### config.mk
export PLATFORM = sky130hd
export DESIGN_NAME = fifo
export DESIGN_NICKNAME = d
export VERILOG_FILES = /design/src/rtl/fifo_pkg.sv /design/src/rtl/fifo_ram.sv /design/src/rtl/fifo.sv
export SDC_FILE = /design/constraint.sdc
export NUM_CORES = 1
export LEC_CHECK = 0
export BUFFER_PORTS_ARGS = -buffer_cell sky130_fd_sc_hd__buf_2
export CAP_MARGIN = 10
export CORE_MARGIN = 3
export CORE_UTILIZATION = 54
export CTS_BUF_LIST = sky130_fd_sc_hd__clkbuf_16
export DETAILED_ROUTE_END_ITERATION = 10
export GPL_ROUTABILITY_DRIVEN = 0
export PLACE_DENSITY_LB_ADDON = 0.2
export RECOVER_POWER = 50
export SYNTH_ARGS = -nofsm -noshare
export SYNTH_HDL_FRONTEND = slang
export SYNTH_SLANG_ARGS = --single-unit
### constraint.sdc
create_clock -name clock -period 3.64 [get_ports clock]
set_input_delay 0.364 -clock clock [delete_from_list [all_inputs] [get_ports clock]]
set_output_delay 0.364 -clock clock [all_outputs]
set_load 0.02 [all_outputs]
### src/rtl/fifo_pkg.sv
`default_nettype none
// +--------------------------------------------------------------------+
// | Module   : fifo_pkg                                                |
// | Purpose  : Shared defaults and occupancy-update helper for fifo    |
// | Revision : 1.0  initial release                                    |
// +--------------------------------------------------------------------+
package fifo_pkg;

  localparam int FIFO_DATA_WIDTH_DEFAULT = 8;
  localparam int FIFO_ADDR_WIDTH_DEFAULT = 4;

  // How the occupancy counter moves on a given edge
  typedef enum logic [1:0] {
    CNT_HOLD = 2'd0,
    CNT_INC  = 2'd1,
    CNT_DEC  = 2'd2
  } cnt_step_e;

  // A lone write grows the queue, a lone read shrinks it, anything else holds
  function automatic cnt_step_e count_step(input logic wr_ok, input logic rd_ok);
    if (wr_ok && !rd_ok) return CNT_INC;
    if (rd_ok && !wr_ok) return CNT_DEC;
    return CNT_HOLD;
  endfunction

endpackage
`default_nettype wire

### src/rtl/fifo_ram.sv
`default_nettype none
// +--------------------------------------------------------------------+
// | Module   : fifo_ram                                                |
// | Purpose  : Simple dual-port RAM, sync write, registered sync read  |
// | Revision : 1.0  initial release                                    |
// +--------------------------------------------------------------------+
module fifo_ram #(
  parameter int DATA_WIDTH = 8,
  parameter int ADDR_WIDTH = 4
) (
  input  logic                  clock,
  input  logic                  reset,
  input  logic                  we,
  input  logic [ADDR_WIDTH-1:0] waddr,
  input  logic [DATA_WIDTH-1:0] wdata,
  input  logic                  re,
  input  logic [ADDR_WIDTH-1:0] raddr,
  output logic [DATA_WIDTH-1:0] rdata
);

  localparam int c_depth = 2 ** ADDR_WIDTH;

  logic [DATA_WIDTH-1:0] r_mem [c_depth];
  logic [DATA_WIDTH-1:0] r_rdata;

  // Write port: array is deliberately not reset so it maps onto block RAM
  always_ff @(posedge clock) begin
    if (we) r_mem[waddr] <= wdata;
  end

  // Read port: read-before-write when addresses collide (full with rd & wr);
  // only the output register is cleared so dout reads 0 after reset
  always_ff @(posedge clock or negedge reset) begin
    if (!reset)  r_rdata <= '0;
    else if (re) r_rdata <= r_mem[raddr];
  end

  assign rdata = r_rdata;

endmodule
`default_nettype wire

### src/rtl/fifo.sv
`default_nettype none
// +--------------------------------------------------------------------+
// | Module   : fifo                                                    |
// | Purpose  : Single-clock byte FIFO with status flags and error      |
// |            pulses for rejected accesses                            |
// | Revision : 1.0  initial release                                    |
// +--------------------------------------------------------------------+
module fifo
  import fifo_pkg::*;
#(
  parameter int DATA_WIDTH = FIFO_DATA_WIDTH_DEFAULT,
  parameter int ADDR_WIDTH = FIFO_ADDR_WIDTH_DEFAULT
) (
  input  logic                  clock,
  input  logic                  reset,
  input  logic                  wr,
  input  logic                  rd,
  input  logic [DATA_WIDTH-1:0] din,
  output logic [DATA_WIDTH-1:0] dout,
  output logic                  full,
  output logic                  empty,
  output logic [ADDR_WIDTH:0]   count,
  output logic                  overflow,
  output logic                  underflow
);

  localparam logic [ADDR_WIDTH:0]   c_depth_count = (ADDR_WIDTH+1)'(2 ** ADDR_WIDTH);
  localparam logic [ADDR_WIDTH:0]   c_count_one   = (ADDR_WIDTH+1)'(1);
  localparam logic [ADDR_WIDTH-1:0] c_ptr_one     = ADDR_WIDTH'(1);

  logic [ADDR_WIDTH-1:0] r_wptr;
  logic [ADDR_WIDTH-1:0] r_rptr;
  logic [ADDR_WIDTH:0]   r_count;
  logic                  r_full;
  logic                  r_empty;
  logic                  r_overflow;
  logic                  r_underflow;

  logic                  w_rd_ok;
  logic                  w_wr_ok;
  logic [ADDR_WIDTH:0]   w_count_next;

  // A read needs data; a write needs room, or a slot freed by a same-edge read.
  // An empty FIFO never forwards the incoming word to the reader.
  assign w_rd_ok = rd && !r_empty;
  assign w_wr_ok = wr && (!r_full || w_rd_ok);

  // Next occupancy, from which full/empty are also registered
  always_comb begin
    w_count_next = r_count;
    case (count_step(w_wr_ok, w_rd_ok))
      CNT_INC: w_count_next = r_count + c_count_one;
      CNT_DEC: w_count_next = r_count - c_count_one;
      default: w_count_next = r_count;
    endcase
  end

  // Pointers, occupancy, flags and one-cycle error pulses
  always_ff @(posedge clock or negedge reset) begin
    if (!reset) begin
      r_wptr      <= '0;
      r_rptr      <= '0;
      r_count     <= '0;
      r_full      <= 1'b0;
      r_empty     <= 1'b1;
      r_overflow  <= 1'b0;
      r_underflow <= 1'b0;
    end else begin
      if (w_wr_ok) r_wptr <= r_wptr + c_ptr_one;
      if (w_rd_ok) r_rptr <= r_rptr + c_ptr_one;
      r_count     <= w_count_next;
      r_full      <= (w_count_next == c_depth_count);
      r_empty     <= (w_count_next == '0);
      r_overflow  <= wr && !w_wr_ok;
      r_underflow <= rd && r_empty;
    end
  end

  fifo_ram #(
    .DATA_WIDTH (DATA_WIDTH),
    .ADDR_WIDTH (ADDR_WIDTH)
  ) u_ram (
    .clock (clock),
    .reset (reset),
    .we    (w_wr_ok),
    .waddr (r_wptr),
    .wdata (din),
    .re    (w_rd_ok),
    .raddr (r_rptr),
    .rdata (dout)
  );

  assign full      = r_full;
  assign empty     = r_empty;
  assign count     = r_count;
  assign overflow  = r_overflow;
  assign underflow = r_underflow;

endmodule
`default_nettype wire

==> out/metrics.yaml <==
setup_violations: 0
hold_viol_final: 0
period_share_pct: 81.6
row_count: 38
cts_tree: "yes"
synthTopCellsByArea: "edfxtp_1 (62%), mux4_1 (10%), dfrtp_1 (9.6%)"
worstSetupEndpointType: "register"
ys_top_cells_by_count: "edfxtp_1 (128), dfrtp_1 (24), mux4_1 (24), and2_1 (13), a21oi_1 (11)"
synth_area_leader_cell: "edfxtp_1"
num_vias: 3065
hpwl_um: 7180
avgSynthCellArea_um2: 19.5
antenna_found_initial: 0
wl_per_cell_um: 22.6
status: "finished, final reports clean"
area_delta_synth_final_pct: 14.3
synthesis.area_um2: 6220
relSlewSlack_pct: 7.94
fin_area_um2: 7120
clockBufferDepth: 2
reg2regPathDepth: 12
die_h_um: 113
die_area_um2: 12900
synth_cell_types: 39
synth_seq_cells: 153
io_pins: 29
netlist.area_leader.share_pct: 61.7
setup.worst_path.class: "register to register"
synthCells: 320
fmax_mhz: 337
grt_setup_unrepaired: "false"
setup_tns_ns: 0
powerDensity_nw_per_um2: 817
coreArea_um2: 11000
worstSetupStartpointType: "register"
cts_resized: 0
cts-htree-levels: 4
ys_async_sr_fraction_pct: 16.3
portBuffers: 28
final_core_util_pct: 64.5
insertion_delay_ns: 0.42
initial_core_util_pct: 56.4
cts_buffers: 17
cp_slowest_stage_delay_ns: 0.53
path_clk_slew_ns: 0.06
ir_drop_uv: 632
slew_viol_final: 0
tightest_slew_ns: 1.38
cp.required_ns: 3.97
totalWireLength_um: 11500
power.static_leakage_nw: 2.52
drt_drc_violations_left: 0
grt_use_total_pct: 19.6
root_buffer: "clkbuf_16"
synth_edf_count: 128
grt_max_degree: 26
die_w_um: 113
drt_iter0_markers: 320
cp_slowest_cell: "dfstp_2"
yosysMostFrequentCell: "edfxtp_1"
placed_cell_area_um2: 6490
min_path_cells: 2
final_nets: 378
arrival_ns: 3.30
synthFlopType: "edfxtp_1"
syn_nets: 340
ys_seq_area_share_pct: 71.8
drt-vias-per-instance: 6.00
drive_above_1_share_pct: 18.3
finClkSkew_ns: 0.00893
yosys_warnings: 0
fin_crit_ns: 2.97
cpMostUsedCell: "ha_1"
grt_pass1_wl_um: 18000
worstHoldPathType: "input pin to register"
drtAntennaViolNets: 0
path_cells: "nand2b_1 -> a21boi_0 -> buf_4 -> inv_1 -> ha_1 -> xor2_1 -> ha_1 -> a21oi_1 -> mux2i_1 -> xnor2_1 -> or2_2 -> nor3b_1"
path_max_fanout: 11
post-cts-setup-buffer-count: 0
grt_overflow: 0
cap_violations: 0
power_w: 0.00581
antenna_cells: 0
drt_pass1_iterations: 5
grt_pass1_vias: 3074
numClockSinks: 153
routing by layer:
metal | up-vias | track usage [%] | wire length, µm
met2 | 111 | 31.5 | 5780
met1 | 1562 | 26.7 | 4820
li1 | 1373 | - | -
met5 | - | 0 | 0
met4 | 0 | 6.89 | 235
met3 | 19 | 4.55 | 700
logic make-up after synthesis:
logic type      synth area share (%)
compound gates                  2.91
mux                             16.1
buf+inv                         1.81
simple gates                    4.34
fa+ha+maj                       1.61
flops                           71.8
xor+xnor                        1.41
registers in the layout, indices dropped and copies added (netlist names), 4 cells and up:
name         cells
r_wptr           4
count            5
u_ram.r_mem    128
r_rptr           4
u_ram.rdata      8
path summary, 6_finish.rpt:
| check | startpoint | to | slack [ns] |
|---|---|---|---|
| max reg2reg | empty | full | 0.67 |
| max | empty | full | 0.67 |
| max in group asynchronous | reset | r_rptr[0] | 1.94 |
| min in group asynchronous | reset | r_rptr[2] | 0.80 |
| min reg2reg | count[4] | count[4] | 0.52 |
| min | rd | underflow | 0.19 |
report_power, final:
part	internal [W]	switching, W	total, W
logic	0.000717	0.000755	0.00147
registers	0.00218	0.000293	0.00247
clock network	0.00121	0.000661	0.00187
total	0.00410	0.00171	0.00581
metrics by stage:
step | hold WS, ns | setup slack (ns) | std cells
3_3_place_gp | 0.377 | 0.800 | 478
5_1_grt | 0.191 | 0.470 | 511
6_report | 0.186 | 0.669 | 511
3_5_place_dp | 0.394 | 0.703 | 478
4_1_cts | 0.174 | 0.680 | 511
2_1_floorplan | 0.0684 | 0.820 | 320
layout make-up:
cell class	count	area [µm²]
clock buffers	17	425
clock inverters	15	209
fillers	763	3920
inverters	6	22.5
multi-input cells	146	1640
flip-flops and latches	153	4470
well taps	140	175
repair buffers	34	170
layout by cell type, fill, tap and decap left out, types with 3 or more instances in the layout:
master / n
a21oi_1: 11
and2_1: 13
and4_1: 4
buf_2: 14
buf_4: 5
bufinv_16: 5
clkbuf_1: 14
clkbuf_16: 17
clkinv_4: 3
dfrtp_1: 23
edfxtp_1: 128
ha_1: 8
inv_1: 8
mux2_2: 9
mux2i_1: 9
mux4_1: 24
mux4_2: 8
nand2_1: 10
nor2_1: 6
nor2b_1: 4
o21ai_0: 3
o22ai_1: 8
xnor2_1: 8
timing repair:
action,CTS,global route
endpoints found under the setup margin,0,0
hold buffers,1,0
hold endpoints to repair,24,0
worst max-delay path: cells and delay by family (launching register included):
family | cells | cell delay [ns]
AO/OA/AOI/OAI | 2 | 0.30
buffers and inverters | 2 | 0.31
adder cells (fa/ha/maj) | 2 | 0.55
multiplexers | 1 | 0.27
XOR/XNOR | 2 | 0.22
AND/OR/NAND/NOR | 3 | 0.71
flip-flops | 1 | 0.53
Note: power is estimated with default switching activity, not from simulation.
